$ cat config.mk
export PLATFORM = sky130hd
export DESIGN_NAME = mse_result_framer
export DESIGN_NICKNAME = d
export VERILOG_FILES = /design/src/rtl/mse_result_framer_pkg.sv /design/src/rtl/mse_result_framer_byte_pacer.sv /design/src/rtl/mse_result_framer.sv
export SDC_FILE = /design/constraint.sdc
export NUM_CORES = 1
export LEC_CHECK = 0
export BUFFER_PORTS_ARGS = -buffer_cell sky130_fd_sc_hd__buf_2
export CAP_MARGIN = 15
export CORE_MARGIN = 2
export CORE_UTILIZATION = 45
export DETAILED_ROUTE_END_ITERATION = 7
export GPL_ROUTABILITY_DRIVEN = 0
export PLACE_DENSITY = 0.72
export SLEW_MARGIN = 5
export SYNTH_ARGS = -nofsm -noshare
export SYNTH_HDL_FRONTEND = slang
export SYNTH_SLANG_ARGS = --single-unit
$ cat constraint.sdc
create_clock -name clk -period 8.3 [get_ports clk]
set_clock_uncertainty 0.05 [all_clocks]
set_input_delay 1.66 -clock clk [delete_from_list [all_inputs] [get_ports clk]]
set_output_delay 1.66 -clock clk [all_outputs]
set_load 0.05 [all_outputs]
$ cat src/rtl/mse_result_framer_pkg.sv
// framer_pkg: shared constants, types and helpers for mse_result_framer.
//   SOF_BYTE       default start-of-frame marker
//   framer_state_t framer FSM encoding
//   frame_len()    bytes per frame: SOF + channel index + data bytes + CHK
package framer_pkg;

    localparam logic [7:0] SOF_BYTE = 8'hA5;

    typedef enum logic [1:0] {IDLE, SEND, GAP} framer_state_t;

    function automatic int frame_len(input int data_w);
        return data_w / 8 + 3;
    endfunction

endpackage

$ cat src/rtl/mse_result_framer_byte_pacer.sv
// byte_pacer: paces the framer's byte strobes.
//   clk    in   system clock
//   rst    in   asynchronous active-high reset
//   start  in   pulse in the cycle a byte is strobed
//   done   out  single-cycle pulse in the last cycle before the next byte may be strobed
// The strobe cycle itself counts towards the gap, so after start the pacer runs
// BYTE_GAP-1 cycles; the counter holds the cycles remaining until the next strobe.
// BYTE_GAP must be at least 2.
module byte_pacer #(
    parameter int BYTE_GAP = 8700
) (
    input  logic clk,
    input  logic rst,
    input  logic start,
    output logic done
);

    localparam int CNT_W = $clog2(BYTE_GAP);

    logic [CNT_W-1:0] gap_cnt_q;
    logic             run_q;

    assign done = run_q && (gap_cnt_q == CNT_W'(1));

    always_ff @(posedge clk or posedge rst) begin
        if (rst) begin
            gap_cnt_q <= '0;
            run_q     <= 1'b0;
        end else if (start) begin
            gap_cnt_q <= CNT_W'(BYTE_GAP - 1);
            run_q     <= 1'b1;
        end else if (run_q) begin
            gap_cnt_q <= gap_cnt_q - CNT_W'(1);
            if (done) run_q <= 1'b0;
        end
    end

endmodule

$ cat src/rtl/mse_result_framer.sv
// mse_result_framer: packs per-channel MSE results into byte frames for a
// ready-less UART transmitter.
//   clk          in   system clock
//   rst          in   asynchronous active-high reset
//   mse_data     in   per-channel result, sampled on its mse_valid bit
//   mse_valid    in   per-channel single-cycle result strobe
//   ovr_clr      in   clears all overrun flags (a same-cycle set wins)
//   com_txvalid  out  single-cycle byte strobe
//   com_txdata   out  frame byte, zero outside strobes
//   busy         out  frame in progress
//   overrun      out  sticky per-channel "result dropped" flags
// Frame: SOF, channel index, data bytes MSB first, CHK (XOR of index and data).
module mse_result_framer
    import framer_pkg::*;
#(
    parameter int         NUM_SYS  = 2,
    parameter int         DATA_W   = 64,
    parameter int         BYTE_GAP = 8700,
    parameter logic [7:0] SOF      = SOF_BYTE
) (
    input  logic                           clk,
    input  logic                           rst,
    input  logic [NUM_SYS-1:0][DATA_W-1:0] mse_data,
    input  logic [NUM_SYS-1:0]             mse_valid,
    input  logic                           ovr_clr,
    output logic                           com_txvalid,
    output logic [7:0]                     com_txdata,
    output logic                           busy,
    output logic [NUM_SYS-1:0]             overrun
);

    localparam int LEN   = frame_len(DATA_W);
    localparam int IDX_W = $clog2(LEN);
    localparam int CH_W  = (NUM_SYS > 1) ? $clog2(NUM_SYS) : 1;

    logic [NUM_SYS-1:0][DATA_W-1:0] hold_q;
    logic [NUM_SYS-1:0]             pend_q;
    logic [NUM_SYS-1:0]             ovr_q;
    framer_state_t                  state_q;
    logic [DATA_W-1:0]              shift_q;
    logic [7:0]                     chk_q;
    logic [IDX_W-1:0]               idx_q;
    logic [CH_W-1:0]                chan_q;

    logic [CH_W-1:0] sel;
    logic            load;
    logic            gap_done;
    logic [7:0]      tx_byte;

    // Lowest pending channel wins; only consulted in IDLE so a frame is never preempted.
    always_comb begin
        sel = '0;
        for (int i = NUM_SYS - 1; i >= 0; i--)
            if (pend_q[i]) sel = CH_W'(i);
    end

    assign load = (state_q == IDLE) && (|pend_q);

    always_comb begin
        tx_byte = shift_q[DATA_W-1 -: 8];
        if (idx_q == '0)                     tx_byte = SOF;
        else if (idx_q == IDX_W'(1))         tx_byte = 8'(chan_q);
        else if (idx_q == IDX_W'(LEN - 1))   tx_byte = chk_q;
    end

    assign com_txvalid = (state_q == SEND);
    assign com_txdata  = com_txvalid ? tx_byte : 8'h00;
    assign busy        = (state_q != IDLE);
    assign overrun     = ovr_q;

    // Capture side. A new result arriving in the same cycle the FSM takes this
    // channel's hold register refills it rather than counting as an overrun.
    // The clear is written first so a coincident set overrides it.
    always_ff @(posedge clk or posedge rst) begin
        if (rst) begin
            hold_q <= '0;
            pend_q <= '0;
            ovr_q  <= '0;
        end else begin
            if (ovr_clr) ovr_q <= '0;
            for (int i = 0; i < NUM_SYS; i++) begin
                if (mse_valid[i]) begin
                    if (!pend_q[i] || (load && sel == CH_W'(i))) begin
                        hold_q[i] <= mse_data[i];
                        pend_q[i] <= 1'b1;
                    end else begin
                        ovr_q[i]  <= 1'b1;
                    end
                end else if (load && sel == CH_W'(i)) begin
                    pend_q[i] <= 1'b0;
                end
            end
        end
    end

    byte_pacer #(.BYTE_GAP(BYTE_GAP)) u_pacer (
        .clk   (clk),
        .rst   (rst),
        .start (state_q == SEND),
        .done  (gap_done)
    );

    always_ff @(posedge clk or posedge rst) begin
        if (rst) begin
            state_q <= IDLE;
            shift_q <= '0;
            chk_q   <= '0;
            idx_q   <= '0;
            chan_q  <= '0;
        end else begin
            unique case (state_q)
                IDLE: if (load) begin
                    shift_q <= hold_q[sel];
                    chan_q  <= sel;
                    idx_q   <= '0;
                    chk_q   <= '0;
                    state_q <= SEND;
                end
                SEND: begin
                    // CHK covers the index byte and every data byte.
                    if (idx_q >= IDX_W'(1) && idx_q <= IDX_W'(LEN - 2))
                        chk_q <= chk_q ^ tx_byte;
                    if (idx_q >= IDX_W'(2) && idx_q <= IDX_W'(LEN - 2))
                        shift_q <= shift_q << 8;
                    state_q <= GAP;
                end
                GAP: if (gap_done) begin
                    if (idx_q == IDX_W'(LEN - 1)) begin
                        state_q <= IDLE;
                    end else begin
                        idx_q   <= idx_q + IDX_W'(1);
                        state_q <= SEND;
                    end
                end
                default: state_q <= IDLE;
            endcase
        end
    end

endmodule
==> results of run 1 <==
flip-flops by register name, summed over array words and instances (netlist names):
signal / flops
overrun: 2
chan_q: 1
u_pacer.run_q: 1
chk_q: 8
shift_q: 64
hold_q: 128
state_q: 2
pend_q: 2
idx_q: 4
u_pacer.gap_cnt_q: 14
path summary, 6_finish.rpt:
| kind | end | slack (ns) | depth (start not counted) |
|---|---|---|---|
| worst max-delay path | com_txdata[4] | 3.86 | 5 |
| worst min-delay path | chk_q[0] | 0.42 | 1 |
| worst max register to register | shift_q[13] | 5.40 | 5 |
| worst min register to register | chk_q[0] | 0.42 | 1 |
| max in group asynchronous | hold_q[80] | 5.24 | 3 |
| min in group asynchronous | hold_q[85] | 1.29 | 2 |
worst register-to-register path: stages, from the launching register on:
cell,delay (ns)
dfrtp_1,0.38
nand2b_1,0.53
inv_4,0.62
buf_4,0.62
o21ai_0,0.25
mux2_1,0.31
area by class of cell:
type	instances	area, µm²
well taps	285	357
inverters	12	55.1
clock buffers	38	734
flip-flops and latches	226	5660
multi-input cells	547	4410
clock inverters	6	134
diodes	3	7.51
repair buffers	149	758
fillers	1961	10500
power by group through the flow:
stage | Combinational, mW | Clock, mW | Sequential, mW
6_report | 0.132 | 1.16 | 1.16
5_1_grt | 0.150 | 1.24 | 1.16
4_1_cts | 0.137 | 1.19 | 1.16
3_5_place_dp | 0.137 | 0 | 1.18
3_3_place_gp | 0.135 | 0 | 1.17
2_1_floorplan | 0.0759 | 0 | 1.17
cells in the mapped netlist (5+ instances only):
library cell	number
a21oi_1	12
inv_1	12
nor3_1	8
nor2_1	19
ha_1	7
nor2b_1	7
a21o_1	8
clkbuf_1	19
mux2_2	181
buf_2	27
o21ai_0	72
a32o_1	5
nand3_1	10
mux2i_1	66
or3_1	6
dfrtp_1	226
nand2_1	83
kinds of logic (layout without fill, tap and decap cells):
family          after synthesis  count (layout)  share of synthesized area [%]
flops                       226             226                           54.9
buf+inv                      59             205                           2.48
simple gates                163             163                           7.68
compound gates              119             119                           6.83
mux                         250             250                           26.5
xor+xnor                      8               8                          0.681
other cells                   0               3                              0
fa+ha+maj                     7               7                          0.851
per-layer routing:
metal / up-vias / global-route usage (%)
met4: 0 / 4.33
met3: 26 / 3.15
met5: - / 0
met1: 3287 / 24.5
met2: 134 / 29.8
li1: 3231 / -
==> impl_metrics.xml, run 1 <==
<?xml version="1.0" encoding="UTF-8"?>
<metrics>
  <group name="cts">
    <metric name="hold_fix_buffers_at_cts" unit="">0</metric>
    <metric name="clock_insertion_delay_worst_skew" unit="ns">0.52</metric>
    <metric name="clk_transition_reported_paths" unit="ns">0.06</metric>
    <metric name="largest_buffer_count_on_any_clock_path" unit="">3</metric>
    <metric name="clock_tree.root_cell" unit="">clkbuf_16</metric>
    <metric name="numClockSinks" unit="">226</metric>
    <metric name="cts-buffers-inserted" unit="">25</metric>
    <metric name="tritoncts_clock_tree" unit="">yes</metric>
    <metric name="cts_post_setup_buffers_inserted" unit="">0</metric>
    <metric name="cts_repair_resize_count" unit="">0</metric>
    <metric name="htree_levels" unit="">1</metric>
  </group>
  <group name="synth">
    <metric name="yosys.area.top_type_share" unit="%">54.9</metric>
    <metric name="synth.largest_area_cell" unit="">dfrtp_1</metric>
    <metric name="postSynthRegisterBits" unit="">226</metric>
    <metric name="ys_types" unit="">49</metric>
    <metric name="yosys_most_used_dff" unit="">dfrtp_1</metric>
    <metric name="mappedNetlistNets" unit="">972</metric>
    <metric name="fraction_of_synthesis_flops_using_an_asynchronous_set_or_reset_pin" unit="%">100</metric>
    <metric name="synthesis.instances" unit="">832</metric>
    <metric name="ys.warnings.count" unit="">0</metric>
    <metric name="leading_cell_types_by_total_area_after_synthesis" unit="">dfrtp_1 55%, mux2_2 20%, mux2i_1 6.4%</metric>
    <metric name="postSynthAreaPerCell" unit="µm²">12.4</metric>
    <metric name="seq_area_frac_synth" unit="%">54.9</metric>
    <metric name="netlist_area" unit="mm²">0.0103</metric>
    <metric name="edff_count_synth" unit="">0</metric>
  </group>
  <group name="placement">
    <metric name="post-dp-hpwl" unit="µm">13800</metric>
    <metric name="postPlaceCellArea" unit="mm²">0.0112</metric>
    <metric name="dp_cells" unit="">1219</metric>
    <metric name="io_buffer_count" unit="">144</metric>
    <metric name="pre_cts_setup_slack" unit="ns">4.38</metric>
  </group>
  <group name="route">
    <metric name="route.detailed.drc" unit="">0</metric>
    <metric name="avgViaCountPerCell" unit="">5.27</metric>
    <metric name="route.vias.total" unit="">6678</metric>
    <metric name="antenna_left" unit="">0</metric>
    <metric name="wl_met3" unit="µm">1020</metric>
    <metric name="detail_route.iter0.violations" unit="">390</metric>
    <metric name="sum_of_routed_wire_segments_on_met1" unit="µm">9600</metric>
    <metric name="met2_length" unit="µm">10200</metric>
    <metric name="drt-pass1-iter-count" unit="">4</metric>
    <metric name="top_sig_layer" unit="">met4</metric>
    <metric name="routedWlPerCell" unit="µm">16.7</metric>
    <metric name="wirelength" unit="µm">21200</metric>
  </group>
  <group name="pwr">
    <metric name="power_switching" unit="mW">0.512</metric>
    <metric name="cellInternalPower" unit="mW">1.94</metric>
    <metric name="total_power" unit="mW">2.45</metric>
    <metric name="power_frac_seq" unit="%">47.2</metric>
    <metric name="p_leak" unit="nW">5.79</metric>
    <metric name="cellPowerDensity" unit="mW/mm²">202</metric>
    <metric name="power.ir.vdd_worst" unit="mV">0.164</metric>
    <metric name="power.share.switching" unit="%">20.9</metric>
    <metric name="pwr-share-clk" unit="%">47.4</metric>
    <metric name="power_frac_comb" unit="%">5.4</metric>
  </group>
  <group name="sta">
    <metric name="hold_ws" unit="ns">0.424</metric>
    <metric name="hold_violations" unit="">0</metric>
    <metric name="slew_headroom" unit="%">29.1</metric>
    <metric name="final-max-slew-violation-count" unit="">0</metric>
    <metric name="timing.setup.tns" unit="ns">0</metric>
    <metric name="setup_slack" unit="ns">3.86</metric>
    <metric name="worst_slew_pin_slew" unit="ns">1.06</metric>
    <metric name="setup_repair_after_global_routing_missed_its_margin" unit="">no</metric>
    <metric name="timing.final.crit_period" unit="ns">4.44</metric>
    <metric name="max_clock_freq" unit="MHz">225</metric>
    <metric name="final_min_period_over_clock_period" unit="%">53.5</metric>
    <metric name="finalSetupViolCount" unit="">0</metric>
  </group>
  <group name="die">
    <metric name="die_h" unit="µm">155</metric>
    <metric name="floorplan.die_area" unit="mm²">0.0241</metric>
    <metric name="start_util" unit="%">45.6</metric>
    <metric name="top_level_ports" unit="">145</metric>
    <metric name="core_area" unit="mm²">0.0226</metric>
    <metric name="floorplan.die.width" unit="µm">155</metric>
    <metric name="num_rows" unit="">55</metric>
  </group>
  <group name="worst_setup_path">
    <metric name="worst-path-buf-inv" unit="">2</metric>
    <metric name="setup.worst_path.start_class" unit="">flop</metric>
    <metric name="critPathSlowestCell" unit="">inv_4</metric>
    <metric name="critPathCaptureType" unit="">output port</metric>
    <metric name="critical_path_peak_fanout" unit="">65</metric>
    <metric name="timing.critical_path.required" unit="ns">6.59</metric>
    <metric name="largest_delay_contributor_family_on_the_critical_path" unit="">buffers and inverters</metric>
    <metric name="worst-endpoint-arrival" unit="ns">2.73</metric>
    <metric name="worstPathCellList" unit="">nand2b_1 &gt; inv_4 &gt; nand2_1 &gt; a21oi_1 &gt; buf_2</metric>
    <metric name="critical_path_class" unit="">flop to output port</metric>
    <metric name="timing.critical_path.from" unit="">state_q[1]</metric>
    <metric name="critical-path-max-stage-delay" unit="ns">0.62</metric>
    <metric name="critical_path.reg2reg.startpoint" unit="">state_q[1]</metric>
  </group>
  <group name="cells_and_area">
    <metric name="syn2layout_area_growth" unit="%">17.7</metric>
    <metric name="finalCoreUtilization" unit="%">53.7</metric>
    <metric name="fin_cells" unit="">1266</metric>
    <metric name="post_route_cells_drive_above_1_share" unit="%">38.7</metric>
    <metric name="final_common_cell" unit="">dfrtp_1</metric>
    <metric name="layout.nets" unit="">1101</metric>
    <metric name="final_cell_area" unit="mm²">0.0121</metric>
    <metric name="commonest_non_fill_non_tap_cells_in_the_layout" unit="">226 x dfrtp_1, 181 x mux2_2, 144 x buf_2</metric>
  </group>
  <group name="run_status">
    <metric name="run_status" unit="">completed</metric>
  </group>
  <group name="global_routing">
    <metric name="antenna_found_initial" unit="">3</metric>
    <metric name="first_global_vias" unit="">6876</metric>
    <metric name="gr_usage_total" unit="%">17.9</metric>
    <metric name="grt_first_pass_wirelength" unit="µm">34800</metric>
    <metric name="grt_total_ovfl" unit="">0</metric>
    <metric name="grt_start_max_net_pins" unit="">149</metric>
  </group>
  <group name="worst_hold_path">
    <metric name="hold_path_class" unit="">flop to flop</metric>
    <metric name="holdCritStartpoint" unit="">chk_q[0]</metric>
  </group>
  <group name="flow_run">
    <metric name="max-cap-violations" unit="">0</metric>
  </group>
</metrics>
No activity file was read; power rests on OpenSTA's default activity.
==> inputs of run 2 (changes only) <==
--- a/config.mk
+++ b/config.mk
@@ -11,7 +11,7 @@
 export CORE_UTILIZATION = 45
 export DETAILED_ROUTE_END_ITERATION = 7
 export GPL_ROUTABILITY_DRIVEN = 0
-export PLACE_DENSITY = 0.72
+export PLACE_DENSITY = 0.69
 export SLEW_MARGIN = 5
 export SYNTH_ARGS = -nofsm -noshare
 export SYNTH_HDL_FRONTEND = slang
==> constraint.sdc (replaced) <==
create_clock -name clk -period 4.24 [get_ports clk]
set_clock_uncertainty 0.05 [all_clocks]
set_input_delay 0.848 -clock clk [delete_from_list [all_inputs] [get_ports clk]]
set_output_delay 0.848 -clock clk [all_outputs]
set_load 0.05 [all_outputs]
==> run 2 against run 1 <==
Net effect:
- register-to-register slack worse by 4.0 ns
- die area stayed put
- first-iteration DRC count is 3.1% higher
- final area grew 0.32%
- sequential share of layout area shrank 0.15 points
- sequential power is 95% higher
- hold slack improved by 0.0050 ns
- setup slack worse by 3.1 ns
- combinational power up 100%
- via count up 0.69%
==> impl_metrics.xml, run 2 (synthesis gave the netlist of run 1 again) <==
<?xml version="1.0" encoding="UTF-8"?>
<metrics>
  <group name="worst_setup_path">
    <metric name="timing.rr.end" unit="">shift_q[48]</metric>
    <metric name="reg2reg_depth" unit="">7</metric>
    <metric name="worst-path-buf-inv" unit="">2</metric>
    <metric name="worst-endpoint-arrival" unit="ns">2.61</metric>
    <metric name="critical_path_class" unit="">flop to output port</metric>
    <metric name="critical_path.reg2reg.startpoint" unit="">idx_q[1]</metric>
    <metric name="timing.critical_path.required" unit="ns">3.34</metric>
    <metric name="critPathSlowestCell" unit="">or3b_2</metric>
    <metric name="largest_delay_contributor_family_on_the_critical_path" unit="">simple AND/OR/NAND/NOR gates</metric>
    <metric name="critPathCaptureType" unit="">output port</metric>
    <metric name="worstPathCellList" unit="">inv_1 &gt; ha_1 &gt; or3b_2 &gt; a311oi_1 &gt; nor2_1 &gt; buf_2</metric>
    <metric name="timing.critical_path.from" unit="">idx_q[1]</metric>
    <metric name="setup.worst_path.start_class" unit="">flop</metric>
    <metric name="critical-path-max-stage-delay" unit="ns">0.50</metric>
    <metric name="critical_path_peak_fanout" unit="">7</metric>
    <metric name="worst-r2r-setup-slack" unit="ns">1.42</metric>
  </group>
  <group name="global_routing">
    <metric name="antenna_found_initial" unit="">1</metric>
    <metric name="grt_first_pass_wirelength" unit="µm">34300</metric>
    <metric name="gr_usage_total" unit="%">17.5</metric>
    <metric name="grt_total_ovfl" unit="">0</metric>
    <metric name="grt_start_max_net_pins" unit="">76</metric>
    <metric name="first_global_vias" unit="">6689</metric>
  </group>
  <group name="cells_and_area">
    <metric name="number_of_flip_flops_under_the_largest_register_name" unit="">128</metric>
    <metric name="multiInputGateArea" unit="mm²">0.00441</metric>
    <metric name="regMostFlops" unit="">hold_q</metric>
    <metric name="seqCellArea" unit="mm²">0.00566</metric>
    <metric name="insertedDiodeCount" unit="">0</metric>
    <metric name="fin_cells" unit="">1271</metric>
    <metric name="biggestRegsByFlops" unit="">hold_q x128, shift_q x64, u_pacer.gap_cnt_q x14</metric>
    <metric name="final_cell_area" unit="mm²">0.0122</metric>
    <metric name="syn2layout_area_growth" unit="%">18.0</metric>
    <metric name="commonest_non_fill_non_tap_cells_in_the_layout" unit="">226 x dfrtp_1, 181 x mux2_2, 144 x buf_2</metric>
    <metric name="final_common_cell" unit="">dfrtp_1</metric>
    <metric name="fillers" unit="">1932</metric>
    <metric name="layout.nets" unit="">1106</metric>
    <metric name="post_route_cells_drive_above_1_share" unit="%">39.0</metric>
  </group>
  <group name="route">
    <metric name="drt-pass1-iter-count" unit="">4</metric>
    <metric name="antenna_left" unit="">0</metric>
    <metric name="route.vias.total" unit="">6724</metric>
    <metric name="route.detailed.drc" unit="">0</metric>
    <metric name="wirelength" unit="µm">21200</metric>
    <metric name="detail_route.iter0.violations" unit="">402</metric>
    <metric name="avgViaCountPerCell" unit="">5.29</metric>
    <metric name="routedWlPerCell" unit="µm">16.7</metric>
  </group>
  <group name="cts">
    <metric name="clock_tree.root_cell" unit="">clkbuf_16</metric>
    <metric name="cts-buffers-inserted" unit="">26</metric>
    <metric name="clk_transition_reported_paths" unit="ns">0.06</metric>
    <metric name="clock_insertion_delay_worst_skew" unit="ns">0.53</metric>
    <metric name="htree_levels" unit="">1</metric>
    <metric name="cts_post_setup_buffers_inserted" unit="">0</metric>
    <metric name="tritoncts_clock_tree" unit="">yes</metric>
    <metric name="largest_buffer_count_on_any_clock_path" unit="">3</metric>
    <metric name="numClockSinks" unit="">226</metric>
    <metric name="hold_fix_buffers_at_cts" unit="">0</metric>
    <metric name="cts_repair_resize_count" unit="">0</metric>
  </group>
  <group name="die">
    <metric name="die_h" unit="µm">155</metric>
    <metric name="core_area" unit="mm²">0.0226</metric>
    <metric name="top_level_ports" unit="">145</metric>
    <metric name="floorplan.die.width" unit="µm">155</metric>
    <metric name="num_rows" unit="">55</metric>
    <metric name="floorplan.die_area" unit="mm²">0.0241</metric>
    <metric name="start_util" unit="%">45.6</metric>
  </group>
  <group name="sta">
    <metric name="max_clock_freq" unit="MHz">285</metric>
    <metric name="worst_slew_pin_slew" unit="ns">1.06</metric>
    <metric name="timing.final.crit_period" unit="ns">3.51</metric>
    <metric name="final-max-slew-violation-count" unit="">0</metric>
    <metric name="timing.setup.tns" unit="ns">0</metric>
    <metric name="final_min_period_over_clock_period" unit="%">82.8</metric>
    <metric name="slew_headroom" unit="%">28.7</metric>
    <metric name="setup_repair_after_global_routing_missed_its_margin" unit="">no</metric>
    <metric name="hold_violations" unit="">0</metric>
    <metric name="finalSetupViolCount" unit="">0</metric>
  </group>
  <group name="pwr">
    <metric name="p_leak" unit="nW">5.81</metric>
    <metric name="cellPowerDensity" unit="mW/mm²">385</metric>
    <metric name="power.ir.vdd_worst" unit="mV">0.320</metric>
  </group>
  <group name="placement">
    <metric name="post-dp-hpwl" unit="µm">14200</metric>
    <metric name="postPlaceCellArea" unit="mm²">0.0113</metric>
    <metric name="dp_cells" unit="">1223</metric>
    <metric name="io_buffer_count" unit="">144</metric>
  </group>
  <group name="flow_run">
    <metric name="max-cap-violations" unit="">0</metric>
  </group>
  <group name="worst_hold_path">
    <metric name="hold_path_class" unit="">input port to async pin</metric>
  </group>
  <group name="run_status">
    <metric name="run_status" unit="">completed</metric>
  </group>
</metrics>
==> run 2: cell count changes in the layout (fill, tap and decap cells not counted), moves of 3 or more <==
cell        before  now
buf_12           0    4
clkinv_2         1    5
bufinv_16        4    1
clkinvlp_4       0    3
diode_2          3    0
==> run 2: final cells by class <==
cell class / instances / area share, %
Multi-Input combinational cell: 547 / 36.3
Inverter: 12 / 0.412
Timing Repair Buffer: 153 / 6.90
Clock buffer: 39 / 6.17
Tap cell: 285 / 2.93
Sequential cell: 226 / 46.5
Clock inverter: 9 / 0.741
==> run 2: per-stage QoR <==
stage	setup slack [ns]	util, %	total power [mW]	hold slack [ns]
2_1_floorplan	0.390	-	2.45	0.396
3_3_place_gp	1.32	50.1	2.57	0.411
3_5_place_dp	1.27	50.1	2.58	0.416
4_1_cts	0.704	53.8	4.75	0.432
5_1_grt	0.563	53.8	4.88	0.442
6_report	0.731	53.8	4.68	0.429
==> run 2: metal layers <==
metal  up-vias  wire length (µm)  GRT usage, %
met5         -                13             0
li1       3244                 -             -
met1      3323              9680          24.1
met3        32               852          3.18
met2       123             10200          29.2
met4         2               431          4.06
==> run 2: how the worst max path moves through the flow <==
stage	to	slack [ns]	cells past startpoint
6_report	com_txdata[7]	0.73	6
5_1_grt	com_txdata[2]	0.56	6
4_1_cts	com_txdata[7]	0.70	6
3_5_place_dp	com_txdata[5]	1.27	6
3_3_place_gp	com_txdata[5]	1.32	6
2_1_floorplan	chan_q	0.39	1
==> run 2: power breakdown <==
| part | internal [mW] | switching (mW) | total, mW |
|---|---|---|---|
| clock | 1.28 | 0.865 | 2.15 |
| combinational | 0.135 | 0.133 | 0.267 |
| sequential | 2.23 | 0.0342 | 2.26 |
| total | 3.65 | 1.03 | 4.68 |
